===== config.mk =====
export PLATFORM = sky130hd
export DESIGN_NAME = decoder_4to16_seq
export DESIGN_NICKNAME = d
export VERILOG_FILES = /design/src/rtl/decoder_4to16_seq.sv
export SDC_FILE = /design/constraint.sdc
export NUM_CORES = 1
export LEC_CHECK = 0
export BUFFER_PORTS_ARGS = -buffer_cell sky130_fd_sc_hd__clkbuf_2
export CAP_MARGIN = 25
export CELL_PAD_IN_SITES_DETAIL_PLACEMENT = 0
export CELL_PAD_IN_SITES_GLOBAL_PLACEMENT = 1
export CORE_MARGIN = 2
export CORE_UTILIZATION = 43
export DETAILED_ROUTE_END_ITERATION = 12
export PLACE_DENSITY = 0.83
export SETUP_SLACK_MARGIN = 0.1
export SKIP_CTS_REPAIR_TIMING = 1
export SLEW_MARGIN = 20
export SYNTH_ARGS = -nofsm -noshare
export SYNTH_HDL_FRONTEND = slang
export SYNTH_SLANG_ARGS = --single-unit
export TNS_END_PERCENT = 30

===== constraint.sdc =====
create_clock -name clk -period 2.9 [get_ports clk]
set_input_delay 0.29 -clock clk [delete_from_list [all_inputs] [get_ports clk]]
set_output_delay 0.29 -clock clk [all_outputs]
set_load 0.005 [all_outputs]

===== src/rtl/decoder_4to16_seq.sv =====
// decoder_4to16_seq
// Registered binary-to-one-hot decoder with valid/ready on both sides.
// A built-in sweep mode emits every code exactly once, ascending or
// descending, so an encoder/decoder pair can be round-trip checked.
module decoder_4to16_seq #(
    parameter int  IN_W       = 4,
    parameter bit  SWEEP_DESC = 1'b0,
    localparam int OUT_W      = 2 ** IN_W
) (
    input  logic             clk,
    input  logic             rst_n,
    input  logic             in_valid,
    output logic             in_ready,
    input  logic [IN_W-1:0]  in_code,
    input  logic             in_en,
    input  logic             sweep_start,
    output logic             sweep_busy,
    output logic             sweep_done,
    output logic             out_valid,
    input  logic             out_ready,
    output logic [OUT_W-1:0] out_y,
    output logic [IN_W-1:0]  out_code
);

    // First and terminal sweep codes depend on the sweep direction.
    localparam logic [IN_W-1:0] CNT_FIRST = SWEEP_DESC ? {IN_W{1'b1}} : {IN_W{1'b0}};
    localparam logic [IN_W-1:0] CNT_LAST  = SWEEP_DESC ? {IN_W{1'b0}} : {IN_W{1'b1}};
    localparam logic [IN_W-1:0] CNT_ONE   = {{(IN_W-1){1'b0}}, 1'b1};

    typedef enum logic [1:0] {
        ST_IDLE  = 2'd0,
        ST_SWEEP = 2'd1,
        ST_DRAIN = 2'd2
    } state_t;

    state_t           r_state;
    logic [IN_W-1:0]  r_cnt;
    logic             r_sweep_done;
    logic             r_out_valid;
    logic [OUT_W-1:0] r_out_y;
    logic [IN_W-1:0]  r_out_code;

    logic             w_slot_free;
    logic             w_in_ready;
    logic             w_load_in;
    logic             w_load_sweep;
    logic             w_cnt_last;
    logic [IN_W-1:0]  w_cnt_next;

    // One-hot word with a single bit set at position code.
    function automatic logic [OUT_W-1:0] onehot(input logic [IN_W-1:0] code);
        onehot = {{(OUT_W-1){1'b0}}, 1'b1} << code;
    endfunction

    // Handshake qualifiers and sweep counter next-value logic.
    always_comb begin
        w_slot_free  = ~r_out_valid | out_ready;
        w_in_ready   = (r_state == ST_IDLE) & ~sweep_start & w_slot_free;
        w_load_in    = in_valid & w_in_ready;
        w_load_sweep = (r_state == ST_SWEEP) & w_slot_free;
        w_cnt_last   = (r_cnt == CNT_LAST);
        w_cnt_next   = SWEEP_DESC ? (r_cnt - CNT_ONE) : (r_cnt + CNT_ONE);
    end

    // Output beat register: load a sweep word or an input word, drain on handshake, else hold.
    always_ff @(posedge clk or negedge rst_n) begin
        if (!rst_n) begin
            r_out_valid <= 1'b0;
            r_out_y     <= {OUT_W{1'b0}};
            r_out_code  <= {IN_W{1'b0}};
        end else if (w_load_sweep) begin
            r_out_valid <= 1'b1;
            r_out_y     <= onehot(r_cnt);
            r_out_code  <= r_cnt;
        end else if (w_load_in) begin
            r_out_valid <= 1'b1;
            r_out_y     <= in_en ? onehot(in_code) : {OUT_W{1'b0}};
            r_out_code  <= in_code;
        end else if (r_out_valid & out_ready) begin
            // out_code deliberately keeps the last delivered code
            r_out_valid <= 1'b0;
            r_out_y     <= {OUT_W{1'b0}};
            r_out_code  <= r_out_code;
        end else begin
            r_out_valid <= r_out_valid;
            r_out_y     <= r_out_y;
            r_out_code  <= r_out_code;
        end
    end

    // Sweep sequencer: IDLE -> SWEEP (16 words) -> DRAIN (last handshake) -> IDLE with done pulse.
    always_ff @(posedge clk or negedge rst_n) begin
        if (!rst_n) begin
            r_state      <= ST_IDLE;
            r_cnt        <= {IN_W{1'b0}};
            r_sweep_done <= 1'b0;
        end else begin
            r_sweep_done <= 1'b0;
            case (r_state)
                ST_IDLE: begin
                    if (sweep_start) begin
                        r_state <= ST_SWEEP;
                        r_cnt   <= CNT_FIRST;
                    end else begin
                        r_state <= ST_IDLE;
                    end
                end
                ST_SWEEP: begin
                    // counter never wraps: the terminal code ends the sweep
                    if (w_slot_free) begin
                        if (w_cnt_last) begin
                            r_state <= ST_DRAIN;
                        end else begin
                            r_cnt <= w_cnt_next;
                        end
                    end else begin
                        r_state <= ST_SWEEP;
                    end
                end
                ST_DRAIN: begin
                    if (r_out_valid & out_ready) begin
                        r_state      <= ST_IDLE;
                        r_sweep_done <= 1'b1;
                    end else begin
                        r_state <= ST_DRAIN;
                    end
                end
                default: begin
                    r_state <= ST_IDLE;
                    r_cnt   <= {IN_W{1'b0}};
                end
            endcase
        end
    end

    assign in_ready   = w_in_ready;
    assign sweep_busy = (r_state != ST_IDLE);
    assign sweep_done = r_sweep_done;
    assign out_valid  = r_out_valid;
    assign out_y      = r_out_y;
    assign out_code   = r_out_code;

endmodule


# Word-level counts from Yosys, hierarchy flattened
# Index checks and enable logic that the tools add are counted.
[totals]
output_inout_bits = 24
in_bits = 10
word_cells = 50
ff_bits = 28
[op_classes]
eq_ne = 7
n_reduce_logical = 5
bitwise_logic = 9
add_sub_neg = 1
mux = 20
n_shift = 2
[op_table]
columns = ["cell", "count"]
rows = [
  ["$mux 16", 4],
  ["$shl 1x4->16 const A", 2],
  ["$mux 4", 5],
  ["$pmux 4 s3", 1],
  ["$mux 1", 6],
  ["$mux 2", 3],
  ["$ne 2x2->1 const B", 3],
  ["$pmux 2 s3", 1],
  ["$and 1x1->1", 5],
  ["$add 4x1->4 const B", 1],
  ["$eq 4x4->1 const B", 1],
  ["$reduce_and 4->1", 1],
  ["$reduce_bool 2->1", 2],
  ["$ne 3x3->1 const B", 1],
  ["$not 1->1", 3],
  ["$reduce_bool 3->1", 1],
  ["$eq 2x1->1 const B", 1],
  ["$eq 2x2->1 const B", 1],
  ["$logic_not 2->1", 1],
  ["$or 1x1->1", 1],
]

# Longest topological paths before layout
# Gate-level depths: netlist of the first run.
[depth]
ltp_word = 6
mapped_depth = 6
mapped_depth_nobuf = 5

# Least setup slack after synthesis of the first run
# No wires, ideal clock.
[synth_path]
path_type = "register -> register"
startpoint = "reg r_cnt[0]"
endpoint = "reg r_cnt[0]"
setup_ns = 0.125
setup_slack_ns = 1.447
synth_period_minus_slack_ns = 1.453
t_required_ns = 2.775
arrival_ns = 1.329
n_path_buf = 0
path_stages_with_launch = 6
cell_sequence = "dfrtp_1 -> ha_1 -> nand3_1 -> nand3_1 -> and3_1 -> mux2_2"
[synth_via]
elab_chain_cells = 4
word_cells_on_any_way = 7
cone_classes = "add/sub: 1; eq/ne: 2; mux: 3; reduce/logical: 1"
[synth_lines]
columns = ["element", "line_no", "text"]
rows = [
  ["start, declared", "37", "logic [IN_W-1:0] r_cnt;"],
  ["start signal, assigned", "95", "r_cnt <= {IN_W{1'b0}};"],
  ["start signal, assigned", "114", "r_cnt <= w_cnt_next;"],
  ["start signal, assigned", "130", "r_cnt <= {IN_W{1'b0}};"],
  ["$add 4x1->4", "62", "w_cnt_next = SWEEP_DESC ? (r_cnt - CNT_ONE) : (r_cnt + CNT_ONE);"],
  ["$mux 4", "111", "if (w_cnt_last) begin"],
  ["$mux 4", "110", "if (w_slot_free) begin"],
  ["$pmux 4 s3", "99", "case (r_state)"],
]
# Several ways; a longest one is shown, not always the timed one. The select of a mux whose other input is x is not followed.
# A chain may end at the register's enable or synchronous reset.

# Worst setup path after layout of the first run
[layout_path]
startpoint = "reg r_state[0]"
endpoint = "out in_ready"
[layout_via]
elab_chain_cells = 3
[layout_lines]
columns = ["element", "line_no", "text"]
rows = [
  ["start, declared", "36", "state_t r_state;"],
  ["start signal, assigned", "94", "r_state <= ST_IDLE;"],
  ["start signal, assigned", "102", "r_state <= ST_SWEEP;"],
  ["start signal, assigned", "105", "r_state <= ST_IDLE;"],
  ["$logic_not 2->1", "58", "w_in_ready = (r_state == ST_IDLE) & ~sweep_start & w_slot_free;"],
  ["$and 1x1->1 (2 in series)", "58", ""],
  ["end, declared", "13", "output logic in_ready,"],
]
# No other way between the ends.

==> results of run 1 <==
## layout make-up
class                      instances  area [um2]
timing repair buffer              33       165.2
clock buffer                       3       22.52
multi-input combinational        109       732.0
fill                             327        1629
clock inverter                     1       30.03
sequential                        28       700.7
inverter                           7       26.28
tap                               46       57.56
## sequential cells by signal, summed over array words and instances, names as in the netlist
register and flops:
r_state 2, out_y 16, out_code 4, sweep_done 1
out_valid 1, r_cnt 4
## power by group
part / switching, mW / internal, mW
Combinational: 0.341 / 0.280
Sequential: 0.139 / 0.521
Clock: 0.119 / 0.140
Total: 0.599 / 0.941
## cells in the mapped netlist, drive strengths merged
cell	instances
dfrtp	28
nand3	18
nor2	11
nand2	10
a221o	8
and3	7
inv	7
nor4	7
buf	6
ha	6
o211ai	6
nand4	5
nor3	5
nand2b	4
nor2b	4
clkbuf	3
or4	3
a21oi	2
a311o	2
mux2	2
nand3b	2
a221oi	1
and2	1
mux2i	1
o21ai	1
o31ai	1
or3b	1
xnor2	1
## how the worst max path moves through the flow
stage,endpoint,startpoint
6_report,in_ready,r_state[0]$_DFFE_PN0P_
5_1_grt,in_ready,r_state[0]$_DFFE_PN0P_
4_1_cts,in_ready,r_state[0]$_DFFE_PN0P_
3_5_place_dp,out_y[5]$_DFFE_PN0P_,out_ready
3_3_place_gp,out_y[5]$_DFFE_PN0P_,out_ready
2_1_floorplan,r_cnt[0]$_DFFE_PN0P_,r_cnt[0]$_DFFE_PN0P_
## worst max-delay path: cells and delay by family, from the launching register on
family	cells	cell delay, ns
buffers and inverters	2	0.22
flip-flops	1	0.52
AND/OR/NAND/NOR	2	0.40
## per-stage QoR
| stage | utilization, % | worst slack (ns) | hold WS, ns |
|---|---|---|---|
| 2_1_floorplan | - | 1.447 | -0.005591 |
| 3_3_place_gp | 50.00 | 1.275 | 0.3517 |
| 3_5_place_dp | 50.00 | 1.222 | 0.3770 |
| 4_1_cts | 51.56 | 1.118 | 0.0004243 |
| 5_1_grt | 51.56 | 0.9728 | 0.007851 |
| 6_report | 51.56 | 1.146 | -0.02702 |
## cell families after synthesis
family                   count (synthesis)  synth area share (%)
flip-flops                              28                 46.36
adder cells (fa/ha/maj)                  6                 4.967
AND/OR/NAND/NOR                         78                 28.81
XOR/XNOR                                 1                0.5796
buffers and inverters                   16                 5.216
AO/OA/AOI/OAI                           21                 11.92
multiplexers                             3                 2.152
## metal layers
layer  GRT usage (%)  up-vias  wire [um]
li1                -      624          -
met1           29.91      665       1643
met5               0        -          0
met3           4.286        6        258
met4           6.250        0         57
met2           31.12       56       1692
==> qor.yml, run 1 <==
status: "finished with violations"
violations: "negative hold slack"
grt_max_degree: 29
worst_setup_path_start_kind: "flop"
start_util_pct: 44.94
rsz0062_at_grt: "no"
clkTransAtPathRegs_ns: 0.16
finalSetupViolations: 0
cap_violations: 0
synth_cells: 153
antennaDiodeCount: 0
vdd_ir_drop_max_uv: 539.5
p_per_area_nw_per_um2: 888.0
synthTopCellsByArea: "dfrtp_1 (46%), nand3_1 (5.6%), a221o_1 (5.3%), ha_1 (5.0%), o211ai_1 (3.0%)"
firstDrtPassIters: 4
die-area_um2: 4005
synth_cell_types: 36
grt_usage_pct: 20.63
fin_area_um2: 1734
cp_slowest_stage_delay_ns: 0.52
cts_tree: "built"
die_w_um: 63.29
grt_pass1_wl_um: 6534
ff2ff_setup_slack_ns: 1.22
vias_per_cell: 5.952
finClkSkew_ns: 0.007241
globalplace.congestion: 0.9199
final_layout_size_suffix_gt1_share_pct: 25.41
wirelength_um: 3652
path_cells: "nor2_2 > inv_1 > nor3_1 > clkbuf_2"
reg2reg_to: "out_y[5]$_DFFE_PN0P_"
p_leak_nw: 0.8212
power_mw: 1.540
slew_headroom_pct: 51.50
cts_max_level: 1
drt-initial-drc-count: 91
drv_slew: 0
antenna_found_initial: 0
dpl_cell_area_um2: 1682
tightest_slew_ns: 0.7219
final_cell_mix: "clkbuf_2 (33), dfrtp_1 (28), nand3_1 (17)"
nets: 198
dpl.hpwl_um: 2696
grt_pass1_vias: 1313
vias: 1351
path_max_fanout: 10
grt-ovfl-total: 0
cts_made_buffers: 3
clockBufferDepth: 2
rows: 21
insertion_delay_ns: 0.33
wire_per_inst_um: 16.09
r2r_start: "r_state[0]$_DFFE_PN0P_"
drc_errors: 0
synth-seq-cells: 28
r2r_cells: 4
finalCritPeriodShare_pct: 60.48
synth_top_area_share_pct: 46.36
finalHoldViolations: 28
stdcell_count: 227
syn_nets: 169
root_buffer: "clkbuf_4"
clock.fmax_mhz: 570.1
synth_area_per_cell_um2: 9.879
min_path_type: "input pin to async pin"
area_growth_pct: 14.73
period_minus_slack_ns: 1.754
synth.largest_area_cell: "dfrtp_1"
crit_type: "flop to output pin"
whs_ns: -0.02702
numPortBuffers: 33
yosysSeqAreaShare_pct: 46.36
clkSinkCount: 28
synth_warnings: 0
dp.cells: 223
fin_tns_setup_ns: 0
die_y_um: 63.29
final_common_cell: "clkbuf_2"
slowest_stage: "dfrtp_1"
syn-cell-area_um2: 1511
pin_count: 34
ant_nets: 0
cp.arrival_ns: 1.46
critical_path_required_ns: 2.61
core_area_um2: 3363
critPathCaptureType: "output pin"
Power figures use the tool's default switching activity.
==> run 2, diff against run 1 <==
--- a/config.mk
+++ b/config.mk
@@ -10,9 +10,9 @@
 export CELL_PAD_IN_SITES_DETAIL_PLACEMENT = 0
 export CELL_PAD_IN_SITES_GLOBAL_PLACEMENT = 1
 export CORE_MARGIN = 2
-export CORE_UTILIZATION = 43
+export CORE_UTILIZATION = 36
 export DETAILED_ROUTE_END_ITERATION = 12
-export PLACE_DENSITY = 0.83
+export PLACE_DENSITY = 0.74
 export SETUP_SLACK_MARGIN = 0.1
 export SKIP_CTS_REPAIR_TIMING = 1
 export SLEW_MARGIN = 20
==> constraint.sdc (replaced) <==
create_clock -name clk -period 1.6 [get_ports clk]
set_input_delay 0.16 -clock clk [delete_from_list [all_inputs] [get_ports clk]]
set_output_delay 0.16 -clock clk [all_outputs]
set_load 0.005 [all_outputs]
==> run 2 against run 1 <==
The flow now finishes without violations. Setup slack worse by 1.0 ns. Critical path depth up 1. Critical endpoint is now r_cnt[2]$_DFFE_PN0P_. Critical path type is now flop to flop. Final cell count up 9.3%. Utilization down 3.4 points. Sequential share of layout area down 4.2 points. Routed wire length up 11%.
==> qor.yml, run 2 (synthesis gave the netlist of run 1 again) <==
finClkSkew_ns: 0.005894
slowest_stage: "dfrtp_1"
vias_per_cell: 5.484
slew_headroom_pct: 53.22
numPortBuffers: 33
ff2ff_setup_slack_ns: 0.15
grt_pass1_vias: 1313
cts_max_level: 1
vdd_ir_drop_max_uv: 792.8
antennaDiodeCount: 0
critical_path_required_ns: 1.77
clkTransAtPathRegs_ns: 0.09
dpl.hpwl_um: 3054
final_util_pct: 48.20
period_minus_slack_ns: 1.449
p_clk_share_pct: 17.8
globalplace.congestion: 0.8639
p_per_area_nw_per_um2: 1620
start_util_pct: 37.52
drt-initial-drc-count: 132
cts_made_buffers: 3
whs_ns: 0.1633
intPower_mw: 1.975
min_path_type: "input pin to flop"
p_sw_share_pct: 37.24
ant_nets: 0
rows: 23
wire_per_inst_um: 16.39
crit_type: "flop to flop"
grt-ovfl-total: 0
fin_tns_setup_ns: 0
clkSinkCount: 28
path_cells: "ha_1 > buf_4 > ha_1 > nor2_1 > mux2_2"
seqPwrFrac_pct: 36.1
final_cell_mix: "clkbuf_2 (34), dfrtp_1 (26), nand3_1 (17)"
cts_tree: "built"
grt_pass1_wl_um: 6430
drv_slew: 0
drc_errors: 0
pwr-share-comb_pct: 46.1
tightest_slew_ns: 0.7017
area_growth_pct: 28.48
finalHoldViolations: 0
path_max_fanout: 2
cp_top_family: "adder cells"
pin_count: 34
finalSetupViolations: 0
die-area_um2: 4733
grt_max_degree: 29
cp.arrival_ns: 1.62
root_buffer: "clkbuf_8"
firstDrtPassIters: 4
final_layout_size_suffix_gt1_share_pct: 36.87
core_area_um2: 4029
clockBufferDepth: 2
finalCritPeriodShare_pct: 90.56
largest_reg_flops: 16
grt_usage_pct: 18.59
wirelength_um: 4065
rsz0062_at_grt: "yes"
status: "complete, no violations"
insertion_delay_ns: 0.28
vias: 1360
p_sw_mw: 1.172
nets: 215
final_common_cell: "clkbuf_2"
cp_num_buf_inv: 1
clock.fmax_mhz: 690.2
die_w_um: 68.80
antenna_found_initial: 0
critPathCaptureType: "flop"
p_leak_nw: 0.9235
cap_violations: 0
die_y_um: 68.80
path_common_cell: "ha_1"
worst_setup_path_start_kind: "flop"
cp_slowest_stage_delay_ns: 0.39
[run 2: cell count changes in the layout (fill, tap and decap cells not counted), sizes merged]
cell / change
buf: +15
dlygate4sd3: +1
clkbuf: +1
[run 2: area by class of cell]
class                   count  area, um2
multi-input cells         109      785.8
repair buffers             50      292.8
inverters                   7      26.28
well taps                  50      62.56
clock buffers               3      41.29
flip-flops and latches     28      703.2
fillers                   377       2087
clock inverters             1      30.03
[run 2: per-layer routing]
metal	wire [um]	track usage (%)	vias to the layer above
li1	-	-	656
met1	1971	27.04	660
met2	1859	28.25	37
met3	158	2.597	7
met4	76	6.618	0
met5	0	0	-
[run 2: path summary, 6_finish.rpt]
kind / from / end / cells past startpoint
worst max-delay path: r_cnt[0]$_DFFE_PN0P_ / r_cnt[2]$_DFFE_PN0P_ / 5
worst min register to register: out_y[15]$_DFFE_PN0P_ / out_y[15]$_DFFE_PN0P_ / 2
min in group asynchronous: rst_n / out_y[5]$_DFFE_PN0P_ / 2
max in group asynchronous: rst_n / r_state[0]$_DFFE_PN0P_ / 2
worst min-delay path: sweep_start / r_state[0]$_DFFE_PN0P_ / 3
worst max register to register: r_cnt[0]$_DFFE_PN0P_ / r_cnt[2]$_DFFE_PN0P_ / 5
[run 2: power by group through the flow]
stage	registers [mW]	clock network, mW	logic (mW)
2_1_floorplan	1.11	0	0.810
3_3_place_gp	1.14	0	1.32
3_5_place_dp	1.15	0	1.34
4_1_cts	1.14	0.571	1.34
5_1_grt	1.16	0.603	1.61
6_report	1.13	0.561	1.45
[run 2: worst reg2reg max path, delay by kind of cell, from the launching register on]
family	cells	cell delay, ns
adders and majority gates	2	0.50
buffers and inverters	1	0.14
DFF	1	0.39
muxes	1	0.26
and+or+nand+nor	1	0.04
[run 2: metrics by stage]
| step | cells | setup slack (ns) | total power [mW] | cell area [um2] |
|---|---|---|---|---|
| after floorplan | 153 | 0.1467 | 1.916 | 1511 |
| after global placement | 239 | 0.04046 | 2.458 | 1777 |
| after detailed placement | 239 | 0.05788 | 2.484 | 1777 |
| after CTS | 243 | 0.02952 | 3.053 | 1848 |
| after global routing | 248 | 0.08351 | 3.377 | 1942 |
| final | 248 | 0.1511 | 3.146 | 1942 |
